<file path="src/rtl/pl_io_port_if.sv">
// Memory-mapped bus between the CPU MEM stage (master) and the pl_io_port
// responder (slave): address, store/load strobes, load return and region hit.
interface pl_io_port_if;
  logic [31:0] addr;
  logic [31:0] wdata;
  logic        we;
  logic        re;
  logic [31:0] rdata;
  logic        rvalid;
  logic        hit;

  modport master (output addr, wdata, we, re, input  rdata, rvalid, hit);
  modport slave  (input  addr, wdata, we, re, output rdata, rvalid, hit);
endinterface

</file>
<file path="src/rtl/pl_io_port.sv">
// pl_io_port: memory-mapped I/O responder for the CPU data-memory stage.
// Owns output registers OUT0..OUT3 and synchronizes and change-flags inputs
// IN0..IN3, with a maskable change interrupt.
// Optional feature macro IO_EDGE_COUNT_EN: per-input 16-bit saturating change
// counters CNT0..CNT3 at offsets 0x30-0x3C; when undefined they read as 0.
module pl_io_port #(
  parameter logic [31:0] BASE_ADDR   = 32'hC000_0000,
  parameter int          SYNC_STAGES = 2,             // legal range 2..4
  parameter logic [31:0] OTP_RESET   = 32'h0000_0000
) (
  input  logic        clock,
  input  logic        reset,
  pl_io_port_if.slave bus,
  input  logic [31:0] inp0,
  input  logic [31:0] inp1,
  input  logic [31:0] inp2,
  input  logic [31:0] inp3,
  output logic [31:0] otp0,
  output logic [31:0] otp1,
  output logic [31:0] otp2,
  output logic [31:0] otp3,
  output logic        irq
);

  // Change detection is armed only once both the last stage and its previous
  // value hold genuine post-reset samples.
  localparam logic [2:0] WARM_DONE = 3'(SYNC_STAGES + 1);
  localparam logic [5:0] W_STAT    = 6'h08;
  localparam logic [5:0] W_MASK    = 6'h09;

  logic [31:0] inp_w  [4];
  logic [31:0] sync_q [4][SYNC_STAGES];
  logic [31:0] prev_q [4];
  logic [31:0] otp_q  [4];
  logic [2:0]  warm_q;
  logic [3:0]  mask_q;
  logic [3:0]  chg_q;
  logic [3:0]  chg_set;
  logic [3:0]  stat_clr;
  logic [5:0]  word;
  logic        hit_w;
  logic        wr_acc;
  logic        rd_acc;
  logic [31:0] rd_val;
  logic [1:0]  unused_addr_bits;
`ifdef IO_EDGE_COUNT_EN
  logic [15:0] cnt_q [4];
`endif

  assign inp_w[0] = inp0;
  assign inp_w[1] = inp1;
  assign inp_w[2] = inp2;
  assign inp_w[3] = inp3;

  assign hit_w            = (bus.addr[31:8] == BASE_ADDR[31:8]);
  assign bus.hit          = hit_w;
  assign word             = bus.addr[7:2];
  assign unused_addr_bits = bus.addr[1:0];
  assign wr_acc           = bus.we && hit_w;
  assign rd_acc           = bus.re && hit_w;

  assign otp0 = otp_q[0];
  assign otp1 = otp_q[1];
  assign otp2 = otp_q[2];
  assign otp3 = otp_q[3];

  // Input synchronizer chains, previous last-stage value and warm-up counter.
  always_ff @(posedge clock) begin
    // NOTE: the synchronizer array is an explicit flop chain, not a RAM, so it is reset like any other register.
    if (reset) begin
      warm_q <= '0;
      for (int n = 0; n < 4; n++) begin
        prev_q[n] <= '0;
        for (int s = 0; s < SYNC_STAGES; s++) sync_q[n][s] <= '0;
      end
    end else begin
      // NOTE: non-blocking assignments let every stage sample its neighbour's old value on the same edge.
      if (warm_q != WARM_DONE) warm_q <= warm_q + 3'd1;
      for (int n = 0; n < 4; n++) begin
        sync_q[n][0] <= inp_w[n];
        for (int s = 1; s < SYNC_STAGES; s++) sync_q[n][s] <= sync_q[n][s-1];
        prev_q[n] <= sync_q[n][SYNC_STAGES-1];
      end
    end
  end

  // Per-port change condition: last stage differs from its previous value.
  always_comb begin
    // NOTE: default every always_comb output first so no path infers a latch.
    chg_set = '0;
    for (int n = 0; n < 4; n++)
      chg_set[n] = (warm_q == WARM_DONE) && (sync_q[n][SYNC_STAGES-1] != prev_q[n]);
  end

  // STAT clear mask: bits returned by a STAT read plus write-1-to-clear bits.
  always_comb begin
    stat_clr = '0;
    if (rd_acc && word == W_STAT) stat_clr = chg_q;
    if (wr_acc && word == W_STAT) stat_clr = stat_clr | bus.wdata[3:0];
  end

  // Read mux over the pre-edge register values.
  always_comb begin
    rd_val = '0;
    case (word[5:2])
      4'd0: rd_val = sync_q[word[1:0]][SYNC_STAGES-1];
      4'd1: rd_val = otp_q[word[1:0]];
      4'd2: begin
        if (word == W_STAT)      rd_val = {28'b0, chg_q};
        else if (word == W_MASK) rd_val = {28'b0, mask_q};
      end
`ifdef IO_EDGE_COUNT_EN
      4'd3: rd_val = {16'b0, cnt_q[word[1:0]]};
`endif
      default: rd_val = '0;
    endcase
  end

  // Output ports, mask, sticky change flags (set beats clear) and interrupt.
  always_ff @(posedge clock) begin
    if (reset) begin
      for (int n = 0; n < 4; n++) otp_q[n] <= OTP_RESET;
      mask_q <= '0;
      chg_q  <= '0;
      irq    <= 1'b0;
    end else begin
      irq   <= |(chg_q & mask_q);
      chg_q <= (chg_q & ~stat_clr) | chg_set;
      if (wr_acc) begin
        if (word[5:2] == 4'd1) otp_q[word[1:0]] <= bus.wdata;
        if (word == W_MASK)    mask_q <= bus.wdata[3:0];
      end
    end
  end

  // Registered load return; rdata holds between accepted loads.
  always_ff @(posedge clock) begin
    if (reset) begin
      bus.rdata  <= '0;
      bus.rvalid <= 1'b0;
    end else begin
      bus.rvalid <= rd_acc;
      if (rd_acc) bus.rdata <= rd_val;
    end
  end

`ifdef IO_EDGE_COUNT_EN
  // Saturating change counters; a write clears, keeping a same-cycle increment.
  always_ff @(posedge clock) begin
    if (reset) begin
      for (int n = 0; n < 4; n++) cnt_q[n] <= '0;
    end else begin
      for (int n = 0; n < 4; n++) begin
        if (wr_acc && word == {4'd3, 2'(n)}) cnt_q[n] <= {15'b0, chg_set[n]};
        else if (chg_set[n] && cnt_q[n] != 16'hFFFF) cnt_q[n] <= cnt_q[n] + 16'd1;
      end
    end
  end
`endif

endmodule

</file>
<file path="src/flat_wrapper.sv">
// flat-port wrapper written by rule: the top's interface ports become plain ports
module pl_io_port_flat 
#(
  parameter logic [31:0] BASE_ADDR   = 32'hC000_0000,
  parameter int          SYNC_STAGES = 2,                                
  parameter logic [31:0] OTP_RESET   = 32'h0000_0000
)
  (clock, reset, inp0, inp1, inp2, inp3, otp0, otp1, otp2, otp3, irq, bus_addr, bus_wdata, bus_we, bus_re, bus_rdata, bus_rvalid, bus_hit);
  pl_io_port_if bus_i ();
  input  logic clock;
  input  logic reset;
  input  logic [31:0] inp0;
  input  logic [31:0] inp1;
  input  logic [31:0] inp2;
  input  logic [31:0] inp3;
  output logic [31:0] otp0;
  output logic [31:0] otp1;
  output logic [31:0] otp2;
  output logic [31:0] otp3;
  output logic irq;
  input wire logic [$bits(bus_i.addr)-1:0] bus_addr;
  input wire logic [$bits(bus_i.wdata)-1:0] bus_wdata;
  input wire logic [$bits(bus_i.we)-1:0] bus_we;
  input wire logic [$bits(bus_i.re)-1:0] bus_re;
  output wire logic [$bits(bus_i.rdata)-1:0] bus_rdata;
  output wire logic [$bits(bus_i.rvalid)-1:0] bus_rvalid;
  output wire logic [$bits(bus_i.hit)-1:0] bus_hit;
  assign bus_i.addr = bus_addr;
  assign bus_i.wdata = bus_wdata;
  assign bus_i.we = bus_we;
  assign bus_i.re = bus_re;
  assign bus_rdata = bus_i.rdata;
  assign bus_rvalid = bus_i.rvalid;
  assign bus_hit = bus_i.hit;
  pl_io_port #(.BASE_ADDR(BASE_ADDR), .SYNC_STAGES(SYNC_STAGES), .OTP_RESET(OTP_RESET)) u_core (.clock(clock), .reset(reset), .bus(bus_i), .inp0(inp0), .inp1(inp1), .inp2(inp2), .inp3(inp3), .otp0(otp0), .otp1(otp1), .otp2(otp2), .otp3(otp3), .irq(irq));
endmodule
</file>
<file path="config.mk">
export PLATFORM = sky130hd
export DESIGN_NAME = pl_io_port_flat
export DESIGN_NICKNAME = d
export VERILOG_FILES = /design/src/rtl/pl_io_port_if.sv /design/src/rtl/pl_io_port.sv /design/src/flat_wrapper.sv
export SDC_FILE = /design/constraint.sdc
export NUM_CORES = 1
export LEC_CHECK = 0
export ABC_AREA = 0
export BUFFER_PORTS_ARGS = -buffer_cell sky130_fd_sc_hd__buf_2
export CAP_MARGIN = 20
export CORE_MARGIN = 2
export CORE_UTILIZATION = 60
export DETAILED_ROUTE_END_ITERATION = 10
export GPL_ROUTABILITY_DRIVEN = 0
export GPL_TIMING_DRIVEN = 0
export PLACE_DENSITY = 0.85
export SYNTH_ARGS = -nofsm -noshare
export SYNTH_HDL_FRONTEND = slang
export SYNTH_SLANG_ARGS = --single-unit
</file>
<file path="constraint.sdc">
create_clock -name clock -period 3.9 [get_ports clock]
set_input_delay 0.585 -clock clock [delete_from_list [all_inputs] [get_ports clock]]
set_output_delay 0.585 -clock clock [all_outputs]
set_load 0.02 [all_outputs]
</file>
==> results of run 1 <==
==> registers in the layout (all words and copies together), names as in the netlist <==
register           count
u_core.irq             1
u_core.prev_q        128
u_core.mask_q          4
u_core.bus.rvalid      1
u_core.sync_q        256
u_core.bus.rdata      32
u_core.otp_q         128
u_core.warm_q          3
u_core.chg_q           4
==> kinds of logic (layout without fill, tap and decap cells) <==
group / after synthesis / after routing
fa+ha+maj: 2 / 2
compound gates: 65 / 65
simple gates: 598 / 598
flops: 557 / 557
xor+xnor: 129 / 129
other cells: 0 / 8
mux: 97 / 97
buf+inv: 99 / 553
==> report_power, final <==
part	internal [mW]	total (mW)	leakage, nW	switching, mW
clock network	3.08	5.28	0.903	2.20
logic	0.401	0.939	5.11	0.539
registers	6.13	6.30	4.74	0.164
==> worst max-delay path: cells and delay by family <==
family / cells / cell delay, ns
compound gates: 1 / 0.60
buf+inv: 5 / 2.20
==> cells in the mapped netlist (all sizes together), types with 2 or more instances <==
library cell and instances:
a21oi 19, a22oi 6, a31o 3, and2 33, and3 96, and4 4, buf 33, clkbuf 63
dfxtp 429, edfxtp 128, ha 2, inv 2, mux2i 33, mux4 64, nand2 3, nand4 9
nor2 11, nor2b 390, nor3 6, nor4 38, o21ai 4, o2bb2ai 28, o31ai 4, xor2 129
==> area by class of cell <==
type | count | area [um^2]
plain buffers | 96 | 394
diodes | 8 | 20.0
flip-flops and latches | 557 | 12400
clock buffers | 69 | 1520
fillers | 2083 | 8480
multi-input cells | 891 | 7170
inverters | 3 | 11.3
clock inverters | 29 | 284
well taps | 442 | 553
repair buffers | 356 | 1830
==> per-layer routing <==
layer	routed length [um]	vias to the layer above	part of all wire	GRT usage
li1	-	6130	-	-
met1	22000	6839	0.38	0.409
met2	27200	883	0.47	0.529
met3	4960	209	0.086	0.0579
met4	3230	0	0.056	0.166
met5	0	-	0	0
==> cells in the final DEF (no fill, tap or decap), types with 37 or more instances in the layout <==
master     synthesis  final
clkbuf_1          63     69
edfxtp_1         128    128
nor2b_1          390    390
and3_1            96     96
nor4_1            37     37
xor2_1           129    129
clkbuf_16          0     56
mux4_2            64     64
dfxtp_1          429    429
buf_2             27    380
==> stage by stage <==
| step | utilization | setup WS (ns) | TNS (ns) |
|---|---|---|---|
| 3_3_place_gp | 0.683 | -0.362 | -30.88 |
| 6_report | 0.741 | 0.768 | 0 |
| 2_1_floorplan | - | 1.06 | 0 |
| 5_1_grt | 0.741 | 0.738 | 0 |
| 3_5_place_dp | 0.685 | 0.300 | 0 |
| 4_1_cts | 0.740 | 0.881 | 0 |
==> worst paths after layout <==
kind	end	slack, ns	depth (start not counted)
setup / recovery	u_core.otp_q[0][26]	0.77	6
hold / removal	u_core.sync_q[2][34]	0.22	2
setup reg to reg	u_core.chg_q[2]	1.91	5
hold reg to reg	u_core.sync_q[2][23]	0.44	1
==> flow_summary_export.csv, run 1 <==
group,metric,value,unit
power,leakage,10.8,nW
place,place_inst,2345,
floorplan,core,32700,um^2
floorplan,dieArea,34800,um^2
synthesis,ys_types,37,
cts,htree_levels,2,
global_routing,antenna_found_initial,8,
synthesis,synth-main-ff-cell,"dfxtp_1",
cts,cts_buffer_depth,3,
hold_path,min_from,"inp2[2]",
floorplan,fp.dieW,187,um
setup_path,crit_chain,"buf_2 > clkbuf_1 > clkbuf_1 > clkbuf_1 > a31o_2 > buf_16",
place,placement.io_buffers,353,
synthesis,ys_warn_count,0,
global_routing,grt_usage,0.321,
setup_path,crit_top_cell,"clkbuf_1",
timing,setup_viol,0,
synthesis,netlist_area,20000,um^2
cts,cts_repair_resize_count,0,
synthesis,avgSynthCellArea,12.9,um^2
power,ir_drop,350,uV
setup_path,critPathLaunchType,"input pin",
setup_path,cp.required,4.18,ns
timing,max_freq,0.319,GHz
cells_and_area,fin_area,24200,um^2
timing,fin_skew,0.0126,ns
timing,worst_pin_slew,0.996,ns
power,total_power,12.5,mW
routing,first_pass_iters,6,
routing,routed_via_density,5.74,
setup_path,crit_type,"input pin to flip-flop",
synthesis,async_reset_ff_frac,0,
floorplan,io_pins,359,
setup_path,cp-startpoint,"reset",
global_routing,grt_pass1_wl,84800,um
cts,postCtsSetupBuffers,0,
cells_and_area,drive_above_1_share,0.273,
synthesis,seq_area_frac_synth,0.621,
synthesis,synth-simple-area-share,0.189,
cells_and_area,instances_no_fill,2451,
synthesis,ys_top_cells_by_area,"dfxtp_1 (43%), edfxtp_1 (19%), nor2b_1 (12%)",
routing,dr_total_vias,14100,
synthesis,yosys.area_share.adder,0.00125,
setup_path,crit_arrival,3.41,ns
cts,cts_root_buf,"clkbuf_16",
routing,drc,0,
run,maxCapViolCount,0,
run_status,status,"finished, final reports clean",
cts,cts_tree,"yes",
synthesis,synth_top_area_share,0.429,
synthesis,netlist_instances,1547,
timing,hold_ws,0.220,ns
synthesis,synth_top_family_by_area,"simple AND/OR/NAND/NOR gates",
global_routing,grt_pass1_vias,14400,
timing,rsz0062_at_grt,"no",
floorplan,die_h,187,um
setup_path,critPathMaxStageDelay,0.75,ns
cells_and_area,area_growth,21.1,%
cts,cts_sinks,557,
synthesis,yosys.area.top_type,"dfxtp_1",
place,dp_hpwl,42000,um
hold_path,hold_path.class,"input pin to flip-flop",
power,power.density,517,nW/um^2
cells_and_area,final_nets,2155,
synthesis,ys_ff_latch,557,
global_routing,grt_max_degree,33,
setup_path,reg2reg_from,"u_core.sync_q[2][0]",
synthesis,syn_nets,1745,
place,dpl_cell_area,22400,um^2
synthesis,muxShareOfSynthArea,0.0885,
timing,drv_slew,0,
setup_path,endpoint_kind,"flip-flop",
floorplan,start_util,0.612,
timing,min_period_over_period,0.803,
cts,cts_buffers,52,
setup_path,crit_slowest_cell,"clkbuf_1",
timing,max_slew_margin,0.336,
cts,clk_pin_slew,0.06,ns
synthesis,synth-xor-area-share,0.0565,
synthesis,synth-compound-area-share,0.0236,
routing,ant_nets,0,
cts,holdBufCountCts,0,
synthesis,synth_edf_count,128,
floorplan,rows,66,
global_routing,grt_overflow,0,
setup_path,crit_fanout,18,
cts,insertion_delay,0.57,ns
routing,wl_per_cell,23.4,um
timing,min_period,3.13,ns
routing,wirelength,57400,um
timing,finalHoldViolations,0,
routing,drt_iter0_markers,1330,
No activity file was read; power rests on OpenSTA's default activity.
==> run 2, diff against run 1 <==
--- a/config.mk
+++ b/config.mk
@@ -5,15 +5,15 @@
 export SDC_FILE = /design/constraint.sdc
 export NUM_CORES = 1
 export LEC_CHECK = 0
-export ABC_AREA = 0
+export ABC_AREA = 1
 export BUFFER_PORTS_ARGS = -buffer_cell sky130_fd_sc_hd__buf_2
 export CAP_MARGIN = 20
 export CORE_MARGIN = 2
-export CORE_UTILIZATION = 60
+export CORE_UTILIZATION = 50
 export DETAILED_ROUTE_END_ITERATION = 10
 export GPL_ROUTABILITY_DRIVEN = 0
 export GPL_TIMING_DRIVEN = 0
-export PLACE_DENSITY = 0.85
+export PLACE_DENSITY = 0.75
 export SYNTH_ARGS = -nofsm -noshare
 export SYNTH_HDL_FRONTEND = slang
 export SYNTH_SLANG_ARGS = --single-unit
==> constraint.sdc (replaced) <==
create_clock -name clock -period 2.7 [get_ports clock]
set_input_delay 0.405 -clock clock [delete_from_list [all_inputs] [get_ports clock]]
set_output_delay 0.405 -clock clock [all_outputs]
set_load 0.02 [all_outputs]
==> run 2 against run 1 <==
  * Clock power up 54%
  * Worst setup slack worse by 0.46 ns
  * Critical path depth unchanged
  * Largest cell class unchanged
  * First-iteration DRC count down 3.8%
  * Non-clock buffer count up 6
  * Via count up 21%
==> flow_summary_export.csv, run 2 <==
group,metric,value,unit
synthesis,avgSynthCellArea,8.54,um^2
cts,htree_levels,2,
synthesis,seq_area_frac_synth,0.593,
setup_path,critPathLaunchType,"input pin",
timing,max_freq,0.418,GHz
synthesis,ys_top_cells_by_area,"dfxtp_1 (41%), edfxtp_1 (18%), nor2_1 (9.6%)",
cells_and_area,final_nets,3072,
floorplan,dieArea,43600,um^2
place,preCtsSetupSlack,-0.168,ns
cells_and_area,fillers,3583,
cells_and_area,ff_latch_area,12400,um^2
global_routing,grt_max_degree,24,
cells_and_area,final_util,0.614,
timing,min_period,2.39,ns
place,place_inst,3355,
synthesis,synth.most_common_cell,"nor2_1",
setup_path,crit_type,"input pin to flip-flop",
timing,finalHoldViolations,0,
synthesis,synth_edf_count,128,
cts,cts_sinks,557,
power,leakage,12.1,nW
timing,setup_viol,0,
cells_and_area,regMostFlops,"u_core.sync_q",
setup_path,crit_fanout,17,
timing,hold_ws,0.0166,ns
global_routing,grt_usage,0.267,
routing,wl_per_cell,17.0,um
cts,cts_root_buf,"clkbuf_16",
synthesis,synth_top_area_share,0.409,
setup_path,cp.required,2.99,ns
cells_and_area,drive_above_1_share,0.183,
run,maxCapViolCount,0,
timing,final.setup.tns,0,ns
synthesis,yosys.area.top_type,"dfxtp_1",
cts,cts_repair_resize_count,0,
synthesis,synthTopCellsByCount,"nor2_1 (535), inv_1 (497), dfxtp_1 (429)",
timing,setup_slack,0.310,ns
place,dp_hpwl,44400,um
cells_and_area,multi_input_area,6290,um^2
timing,worst_pin_slew,1.11,ns
routing,wirelength,59000,um
synthesis,ys_types,33,
setup_path,endpoint_kind,"flip-flop",
global_routing,grt_pass1_vias,16900,
timing,rsz0062_at_grt,"no",
power,ir_drop,730,uV
synthesis,ys_ff_latch,557,
global_routing,grt_overflow,0,
timing,max_slew_margin,0.257,
synthesis,syn_nets,2655,
hold_path,hold_path.class,"input pin to flip-flop",
synthesis,netlist_area,21000,um^2
routing,first_pass_iters,6,
place,placement.io_buffers,355,
routing,dr_total_vias,17000,
cts,insertion_delay,0.60,ns
floorplan,io_pins,359,
synthesis,synth-main-ff-cell,"dfxtp_1",
timing,fin_skew,0.0242,ns
cells_and_area,instances_no_fill,3463,
cells_and_area,largest_reg_flops,256,
floorplan,fp.dieW,209,um
routing,drc,0,
cts,cts_buffers,54,
setup_path,crit_arrival,2.68,ns
power,power.density,728,nW/um^2
cts,cts_buffer_depth,3,
floorplan,rows,75,
floorplan,start_util,0.503,
routing,ant_nets,0,
cts,postCtsSetupBuffers,0,
synthesis,netlist_instances,2457,
synthesis,async_reset_ff_frac,0,
cells_and_area,area_growth,22.0,%
run_status,status,"finished, final reports clean",
timing,min_period_over_period,0.885,
routing,drt_iter0_markers,1280,
global_routing,grt_pass1_wl,89700,um
cts,cts_tree,"yes",
floorplan,die_h,209,um
cts,clk_pin_slew,0.06,ns
synthesis,ys_warn_count,0,
cells_and_area,layout_commonest_cell,"nor2_1",
cts,holdBufCountCts,2,
routing,routed_via_density,4.90,
cells_and_area,layout_common_cells,"nor2_1 (535), inv_1 (497), dfxtp_1 (429), buf_2 (364), nand2_1 (358)",
global_routing,antenna_found_initial,6,
floorplan,core,41700,um^2
cells_and_area,reg_top3,"u_core.sync_q (256), u_core.otp_q (128), u_core.prev_q (128)",
timing,drv_slew,0,
==> run 2: cell types whose count changed in the layout (fill, tap and decap cells not counted), moves of 92 or more <==
| cell | change |
|---|---|
| and3_1 | -96 |
| inv_1 | +496 |
| nand2_1 | +355 |
| nor2_1 | +524 |
| nor2b_1 | -390 |
| xnor2_1 | +92 |
| xor2_1 | -128 |
==> run 2: power breakdown <==
group | leakage (nW) | switching [mW] | internal, mW
Clock | 0.988 | 3.16 | 4.98
Combinational | 6.41 | 0.946 | 0.497
Sequential | 4.74 | 0.182 | 8.87
==> run 2: cells by family (layout without fill, tap and decap cells) <==
logic type | Yosys count | in the layout | synth area share
AND/OR/NAND/NOR | 977 | 977 | 0.193
buffers and inverters | 597 | 1058 | 0.110
flip-flops | 557 | 557 | 0.593
AO/OA/AOI/OAI | 231 | 231 | 0.0649
XOR/XNOR | 93 | 93 | 0.0388
adder cells (fa/ha/maj) | 2 | 2 | 0.00119
other | 0 | 6 | 0
==> run 2: cell type report <==
type,instances,area share
clock inverters,14,0.00778
diodes,6,0.000587
inverters,500,0.0734
multi-input cells,1303,0.246
flip-flops and latches,557,0.486
well taps,539,0.0264
clock buffers,86,0.0695
repair buffers,361,0.0742
plain buffers,97,0.0166
==> run 2: path summary, 6_finish.rpt <==
check        slack (ns)  cells after the start                 start                    to
max                0.31                      6           bus_addr[2]   u_core.otp_q[0][25]
min reg2reg        0.39                      2  u_core.sync_q[1][33]   u_core.sync_q[1][1]
max reg2reg        1.20                      6  u_core.sync_q[3][18]  u_core.bus.rdata[18]
min                0.02                      3              inp1[30]  u_core.sync_q[1][62]
==> run 2: per-stage QoR <==
step	cell area (um^2)	power, mW
2_1_floorplan	21000	10.0
3_3_place_gp	23400	10.6
3_5_place_dp	23600	10.7
4_1_cts	25600	18.7
5_1_grt	25600	19.2
6_report	25600	18.6
==> run 2: worst max-delay path, stage by stage <==
cell,delay [ns]
buf_2,0.13
nor2_2,0.49
inv_2,0.28
buf_1,0.39
o21ai_4,0.72
buf_16,0.25
==> run 2: routing by layer <==
metal | vias to the layer above | global-route usage | wire [um]
met2 | 708 | 0.452 | 28200
met1 | 7880 | 0.325 | 23700
li1 | 8206 | - | -
met4 | 0 | 0.151 | 3000
met3 | 161 | 0.0419 | 4080
met5 | - | 0 | 0
